**src/rtl/clb_serial_subtractor.sv**
```systemverilog
// ----------------------------------------------------------------------------
// clb_serial_subtractor
//
// Bit-serial subtractor built from one full-adder cell. B is inverted and the
// registered carry starts at 1, so the cell computes A + ~B + 1 = A - B,
// LSB-first, one bit per clock.
//
// Parameters:
//   WIDTH  operand/result width (2..64)
//
// Ports:
//   clk, rst_n         clock, asynchronous active-low reset
//   in_valid/in_ready  operand handshake (in_a = minuend, in_b = subtrahend)
//   out_valid/out_ready result handshake
//   out_diff           A - B modulo 2^WIDTH
//   out_borrow         1 when A < B (unsigned)
//   out_eq             1 when out_diff == 0
//   busy               1 whenever the block is not idle
//   out_ovf            signed overflow of A - B (only with the macro below)
//
// Build option:
//   CLB_SERIAL_SUB_SIGNED_OVF_EN  adds out_ovf and its register.
// ----------------------------------------------------------------------------
module clb_serial_subtractor #(
    parameter int WIDTH = 8
) (
    input  logic             clk,
    input  logic             rst_n,
    input  logic             in_valid,
    output logic             in_ready,
    input  logic [WIDTH-1:0] in_a,
    input  logic [WIDTH-1:0] in_b,
    output logic             out_valid,
    input  logic             out_ready,
    output logic [WIDTH-1:0] out_diff,
    output logic             out_borrow,
    output logic             out_eq,
`ifdef CLB_SERIAL_SUB_SIGNED_OVF_EN
    output logic             out_ovf,
`endif
    output logic             busy
);

    localparam int CNT_W = $clog2(WIDTH);

    localparam logic [1:0] IDLE = 2'd0;
    localparam logic [1:0] RUN  = 2'd1;
    localparam logic [1:0] DONE = 2'd2;

    logic [1:0]       state;
    logic [WIDTH-1:0] a_sr;
    logic [WIDTH-1:0] b_sr;
    logic [WIDTH-1:0] res_sr;
    logic             carry;
    logic [CNT_W-1:0] cnt;

    logic [WIDTH-1:0] diff_r;
    logic             borrow_r;
    logic             eq_r;
`ifdef CLB_SERIAL_SUB_SIGNED_OVF_EN
    logic             ovf_r;
`endif

    logic             b_inv;
    logic             sum_bit;
    logic             carry_nxt;
    logic [WIDTH-1:0] res_nxt;
    logic             last_bit;

    always_comb begin
        b_inv     = ~b_sr[0];
        sum_bit   = a_sr[0] ^ b_inv ^ carry;
        carry_nxt = (a_sr[0] & b_inv) | (a_sr[0] & carry) | (b_inv & carry);
        res_nxt   = {sum_bit, res_sr[WIDTH-1:1]};
        last_bit  = (cnt == CNT_W'(WIDTH - 1));
    end

    always_ff @(posedge clk or negedge rst_n) begin
        if (!rst_n) begin
            state    <= IDLE;
            a_sr     <= '0;
            b_sr     <= '0;
            res_sr   <= '0;
            carry    <= 1'b0;
            cnt      <= '0;
            diff_r   <= '0;
            borrow_r <= 1'b0;
            eq_r     <= 1'b0;
`ifdef CLB_SERIAL_SUB_SIGNED_OVF_EN
            ovf_r    <= 1'b0;
`endif
        end else begin
            case (state)
                IDLE: begin
                    if (in_valid) begin
                        a_sr  <= in_a;
                        b_sr  <= in_b;
                        carry <= 1'b1;
                        cnt   <= '0;
                        state <= RUN;
                    end
                end
                RUN: begin
                    carry  <= carry_nxt;
                    res_sr <= res_nxt;
                    a_sr   <= a_sr >> 1;
                    b_sr   <= b_sr >> 1;
                    cnt    <= cnt + CNT_W'(1);
                    if (last_bit) begin
                        // Result registers are loaded from the next-state
                        // values so they hold steady outside DONE.
                        state    <= DONE;
                        diff_r   <= res_nxt;
                        borrow_r <= ~carry_nxt;
                        eq_r     <= (res_nxt == '0);
`ifdef CLB_SERIAL_SUB_SIGNED_OVF_EN
                        // carry here is the carry into the MSB cell.
                        ovf_r    <= carry ^ carry_nxt;
`endif
                    end
                end
                DONE: begin
                    if (out_ready) begin
                        state <= IDLE;
                    end
                end
                default: state <= IDLE;
            endcase
        end
    end

    assign in_ready   = (state == IDLE);
    assign busy       = (state != IDLE);
    assign out_valid  = (state == DONE);
    assign out_diff   = diff_r;
    assign out_borrow = borrow_r;
    assign out_eq     = eq_r;
`ifdef CLB_SERIAL_SUB_SIGNED_OVF_EN
    assign out_ovf    = ovf_r;
`endif

endmodule
```
**config.mk**
```make
export PLATFORM = sky130hd
export DESIGN_NAME = clb_serial_subtractor
export DESIGN_NICKNAME = d
export VERILOG_FILES = /design/src/rtl/clb_serial_subtractor.sv
export SDC_FILE = /design/constraint.sdc
export NUM_CORES = 1
export LEC_CHECK = 0
export CORE_MARGIN = 1
export CORE_UTILIZATION = 55
export DETAILED_ROUTE_END_ITERATION = 16
export PLACE_DENSITY = 0.84
export SETUP_SLACK_MARGIN = 0.02
export SLEW_MARGIN = 15
export SYNTH_ARGS = -nofsm -noshare
export SYNTH_HDL_FRONTEND = slang
export SYNTH_SLANG_ARGS = --single-unit
export TNS_END_PERCENT = 10
```
**constraint.sdc**
```tcl
create_clock -name clk -period 4.5 [get_ports clk]
set_input_delay 0.675 -clock clk [delete_from_list [all_inputs] [get_ports clk]]
set_output_delay 0.675 -clock clk [all_outputs]
set_load 0.005 [all_outputs]
```
==> run_results.csv, run 1 <==
group,metric,value,unit
status,outcome,"finished, final reports clean",
floorplanning,core_area,3030,µm²
cts,clk_pin_slew_worst_paths,0.12,ns
floorplanning,dieArea,3420,µm²
pwr,seq_power_share,47.4,%
worst_setup_path,reg2regPathDepth,2,
worst_setup_path,reg2reg_from,"state[0]$_DFFE_PN0P_",
floorplanning,die_width,58.5,µm
job,cap_violations,0,
global_routing,busiest_layer,"met2",
synth,yosys.area.top_type_share,55.6,%
drt,vias,1223,
worst_setup_path,required,3.83,ns
worst_setup_path,critPathLaunchType,"flip-flop",
global_routing,grt_pass1_wl,5300,µm
synth,synth_edf_count,0,
cts,cts_buffers,5,
pwr,power.density,614,nW/µm²
timing,worst_slew_pin_slew,0.864,ns
pwr,clock_power_share,17.3,%
worst_setup_path,rr_endpoint,"cnt[1]$_DFFE_PN0P_",
cts,clockRootBuffer,"clkbuf_4",
worst_setup_path,cp_max_fo,26,
global_routing,antenna_found_initial,0,
drt,routed_via_density,5.25,
worst_setup_path,worstSetupPathType,"flip-flop to output pin",
synth,synth-seq-area-share,55.6,%
finish,multi_input_area,681,µm²
cts,clock-sinks,39,
floorplanning,io_pins,33,
synth,synth_ff_type,"dfrtp_1",
synth,syn_nets,183,
cts,hold_buffers,0,
floorplanning,core.rowCount,20,
synth,yosysWarnings,0,
pwr,p_comb_share,35.3,%
finish,n_fill_cell,234,
pwr,p_int,0.871,mW
synth,syn_area,1750,µm²
finish,final-seq-area,976,µm²
finish,nets,212,
place,dp_hpwl,2070,µm
worst_setup_path,cpMaxStageDelayCell,"dfrtp_1",
timing,slew_violations,0,
timing,setup_viol,0,
worst_hold_path,hold_path.class,"primary input to async pin",
cts,ctsResizeCount,0,
drt,avgRoutedWirePerCell,12.8,µm
synth,netlist_instances,160,
global_routing,grt_use_met1,25.4,%
timing,fin_skew,0.0124,ns
drt,drt-total-wl,2990,µm
timing,fin_crit,2.67,ns
worst_setup_path,max_stage_delay,0.92,ns
timing,slew_headroom,42.4,%
global_routing,grt_pass1_vias,1235,
cts,post_cts_buffers,0,
synth,synth.distinct_cells,27,
timing,fmax,0.374,GHz
global_routing,met3_usage,8.13,%
cts,cts_tree,"yes",
finish,syn2layout_area_growth,20.7,%
worst_setup_path,arrival,2.00,ns
cts,cts.path.max_buffers,2,
floorplanning,die_y,58.5,µm
worst_setup_path,end_kind,"output pin",
synth,async_flop_share,100,%
synth,ys_seq_elements,39,
pwr,p_leak,0.978,nW
synth,synth_top_cell_by_area,"dfrtp_1",
finish,diodes,0,
timing,period_share,59.4,%
floorplanning,start_util,57.9,%
global_routing,overflow,0,
drt,firstDrtPassIters,4,
finish,drive_above_1_share,10.6,%
cts,clk_latency,0.35,ns
synth,ys_top_cells_by_area,"dfrtp_1 (56%), nand2_1 (8.8%), a22oi_1 (5.1%), mux2_4 (4.3%), buf_6 (3.2%)",
cts,htree_levels,2,
global_routing,grt_max_degree,40,
timing,final_hold_viol_count,0,
worst_setup_path,reg2reg_slack,2.70,ns
synth,synth_most_common_cell,"nand2_1",
pwr,switching_power,0.430,mW
timing,rsz0062_at_grt,"no",
worst_setup_path,path_delay_family,"flip-flops",
pwr,finalPower,1.30,mW
pwr,p_sw_share,33.1,%
drt,ant_nets,0,
worst_setup_path,path_cells,"or2_1 -> clkdlybuf4s50_1",
drt,drc,0,
place,portBuffers,32,
worst_setup_path,cp_num_buf_inv,1,
timing,tns,0,ns
pwr,ir_drop,0.000251,V
global_routing,met2_usage,34.5,%
place,gp_congestion,0.706,
global_routing,grt_usage,21.1,%
drt,initialDrtViolationCount,32,
synth,synth_commonest_cells,"nand2_1 (41), dfrtp_1 (39), a22oi_1 (12)",
synth,synth_area_per_cell,11.0,µm²
-- placed cells by master, fill, tap and decap left out, types with 2 or more instances in the layout --
cell             netlist  layout
a22oi_1               12      12
clkbuf_4               0       5
inv_1                  4       4
o21ai_1               11      11
nor4_1                 2       2
dfrtp_1               39      39
a22o_1                 2       2
ha_1                   2       2
mux2_2                 3       3
mux2_4                 5       5
o21ai_0                8       8
nand2b_1               2       2
and3b_1                2       2
nor2b_1                3       3
clkdlybuf4s50_1        0      31
a21oi_1                6       6
nand2_1               41      41
-- final cells by class --
cell class	count	share of cell area, %
clock buffer	5	1.77
clock inverter	2	1.77
inverter	4	0.709
multi-input combinational	107	32.2
sequential	39	46.1
tap	44	2.60
timing repair buffer	32	14.9
-- routing by layer --
layer  routed length [µm]  up-vias
met1                 1370      583
met2                 1440       31
met4                   44        0
met5                    0        -
met3                  136        5
li1                     -      604
-- power groups by stage --
stage          Clock, mW  Sequential, mW  Combinational (mW)
2_1_floorplan          0           0.578               0.355
3_3_place_gp           0           0.618               0.443
3_5_place_dp           0           0.626               0.465
4_1_cts            0.231           0.619               0.466
5_1_grt            0.250           0.641               0.525
6_report           0.225           0.617               0.459
-- registers in the layout (all words and copies together) (netlist names) --
signal and flops:
a_sr 8, b_sr 8, carry 1, cnt 3, out_borrow 1, out_diff 8, out_eq 1, res_sr 7
state 2
-- cell families after synthesis --
family	Yosys count	synth area share, %
muxes	8	6.21
AOI/OAI and AO/OA	41	14.8
DFF	39	55.6
and+or+nand+nor	55	15.2
buffers and inverters	14	5.56
adders and majority gates	3	2.57
-- how the worst max path moves through the flow --
| stage | startpoint | endpoint | cells past startpoint | slack (ns) |
|---|---|---|---|---|
| 2_1_floorplan | state[0]$_DFFE_PN0P_ | in_ready | 5 | 2.79 |
| 4_1_cts | state[0]$_DFFE_PN0P_ | busy | 2 | 1.81 |
| 3_5_place_dp | state[0]$_DFFE_PN0P_ | busy | 2 | 2.22 |
| 5_1_grt | state[0]$_DFFE_PN0P_ | busy | 2 | 1.68 |
| 3_3_place_gp | state[0]$_DFFE_PN0P_ | busy | 2 | 2.24 |
| 6_report | state[0]$_DFFE_PN0P_ | busy | 2 | 1.83 |
-- per-stage QoR --
step           std cells  utilization, %  setup slack, ns  hold WS [ns]  area, µm²
2_1_floorplan        160               -             2.79         0.379       1750
3_3_place_gp         226            67.4             2.24         0.460       2040
3_5_place_dp         226            67.4             2.22         0.476       2040
4_1_cts              233            69.9             1.81         0.433       2120
5_1_grt              233            69.9             1.68         0.446       2120
6_report             233            69.9             1.83         0.412       2120
(Power assumes the default switching activity.)
==> run 2, diff against run 1 <==
Settings changed: CORE_UTILIZATION 55 to 51, PLACE_DENSITY 0.84 to 0.78.
Clock period 4.5 ns to 2.6 ns, I/O delays scaled along.
==> run 2 against run 1 <==
Setup slack worse by 1.3 ns. Clock-buffer cell count unchanged. Wire length is 6.1% higher. Sequential share of layout area down 0.96 points. Sequential power increased by 69%. Flip-flop and latch count unchanged. Via count decreased by 0.90%. Critical endpoint is now in_ready.
==> run_results.csv, run 2 (same netlist as run 1, synthesis figures left out) <==
group,metric,value,unit
status,outcome,"finished, final reports clean",
cts,ctsResizeCount,0,
global_routing,overflow,0,
worst_setup_path,critPathLaunchType,"flip-flop",
drt,vias,1212,
timing,setup_viol,0,
finish,multi_input_area,681,µm²
global_routing,antenna_found_initial,0,
finish,final_area,2160,µm²
timing,slew_headroom,43.8,%
worst_setup_path,path_delay_family,"buffers and inverters",
cts,htree_levels,2,
finish,final_cells,236,
worst_setup_path,reg2regPathDepth,3,
cts,clk_latency,0.35,ns
global_routing,grt_max_degree,40,
worst_setup_path,cpMaxStageDelayCell,"dfrtp_1",
pwr,p_leak,1.00,nW
worst_hold_path,hold_path.class,"primary input to async pin",
worst_setup_path,end_kind,"output pin",
place,portBuffers,32,
floorplanning,start_util,55.6,%
drt,highest_layer,"met4",
worst_setup_path,reg2reg_slack,0.94,ns
timing,fin_hold_ws,0.127,ns
drt,dr_wl_met3,143,µm
drt,drc,0,
place,post_dp_cell_area,2060,µm²
global_routing,grt_usage,20.4,%
timing,worst_slack,0.517,ns
cts,post_cts_buffers,0,
worst_setup_path,cp_num_cells,3,
finish,final_common_cell,"nand2_1",
drt,drt-total-wl,3170,µm
cts,clockRootBuffer,"clkbuf_4",
drt,initialDrtViolationCount,80,
timing,fin_crit,2.08,ns
worst_setup_path,cp_max_fo,12,
cts,cts_buffers,5,
floorplanning,dieArea,3680,µm²
timing,slew_violations,0,
worst_setup_path,cp_num_buf_inv,2,
finish,n_fill_cell,254,
timing,tns,0,ns
cts,cts_tree,"yes",
worst_setup_path,worstSetupPathType,"flip-flop to output pin",
cts,cts.path.max_buffers,2,
drt,firstDrtPassIters,4,
worst_setup_path,path_cells,"or2_1 -> inv_1 -> clkdlybuf4s50_1",
cts,clk_pin_slew_worst_paths,0.12,ns
floorplanning,die_y,60.6,µm
timing,worst_slew_pin_slew,0.842,ns
finish,diodes,0,
place,dp.cells,228,
floorplanning,core.rowCount,20,
drt,ant_nets,0,
finish,nets,214,
finish,drive_above_1_share,12.0,%
finish,final-seq-area,976,µm²
worst_setup_path,arrival,1.69,ns
timing,rsz0062_at_grt,"no",
drt,wl_met1,1510,µm
timing,period_share,80.1,%
pwr,ir_drop,0.000658,V
finish,final_cell_mix,"nand2_1 (41), dfrtp_1 (39), clkdlybuf4s50_1 (31), a22oi_1 (12), o21ai_1 (11)",
drt,avgRoutedWirePerCell,13.4,µm
cts,clock-sinks,39,
place,dp_slack,0.841,ns
timing,fmax,0.480,GHz
pwr,power.density,1110,nW/µm²
floorplanning,io_pins,33,
drt,routed_via_density,5.14,
global_routing,grt_pass1_vias,1150,
timing,fin_skew,0.00492,ns
cts,hold_buffers,0,
worst_setup_path,max_stage_delay,0.51,ns
floorplanning,core_area,3150,µm²
place,gp_congestion,0.752,
global_routing,grt_pass1_wl,5320,µm
floorplanning,die_width,60.6,µm
worst_setup_path,required,2.21,ns
finish,syn2layout_area_growth,23.3,%
place,dp_hpwl,2150,µm
drt,wl_met2,1470,µm
job,cap_violations,0,
timing,final_hold_viol_count,0,
run 2: cell count changes in the layout (fill, tap and decap cells not counted), sizes merged:
cell    delta
buf        +2
bufinv     +1
run 2: stage by stage:
step / power [mW] / utilization, %
detailed placement: 1.90 / 65.2
global placement: 1.86 / 65.2
floorplan: 1.61 / -
global route: 2.57 / 68.6
finish: 2.39 / 68.6
CTS: 2.41 / 68.6
run 2: metal layers:
metal,vias up,GRT usage (%)
li1,607,-
met1,574,28.3
met2,24,29.5
met3,7,7.25
met4,0,7.79
met5,-,0
run 2: layout make-up:
cell class / count / share of cell area, %
sequential: 39 / 45.1
inverter: 4 / 0.694
timing repair buffer: 34 / 15.3
tap: 44 / 2.55
clock buffer: 5 / 1.74
multi-input combinational: 107 / 31.5
clock inverter: 3 / 3.13
run 2: final timing paths:
check	from	end
max	state[1]$_DFFE_PN0P_	in_ready
min	rst_n	out_diff[5]$_DFFE_PN0P_
max reg2reg	state[0]$_DFFE_PN0P_	cnt[2]$_DFFE_PN0P_
min reg2reg	b_sr[1]$_DFFE_PN0P_	b_sr[1]$_DFFE_PN0P_
max in group asynchronous	rst_n	out_diff[1]$_DFFE_PN0P_
min in group clk	b_sr[1]$_DFFE_PN0P_	b_sr[1]$_DFFE_PN0P_
run 2: power breakdown:
part / internal [mW] / switching (mW) / leakage, nW
Sequential: 0.857 / 0.181 / 0.499
Combinational: 0.465 / 0.380 / 0.452
Clock: 0.299 / 0.211 / 0.0514
Total: 1.62 / 0.772 / 1.00
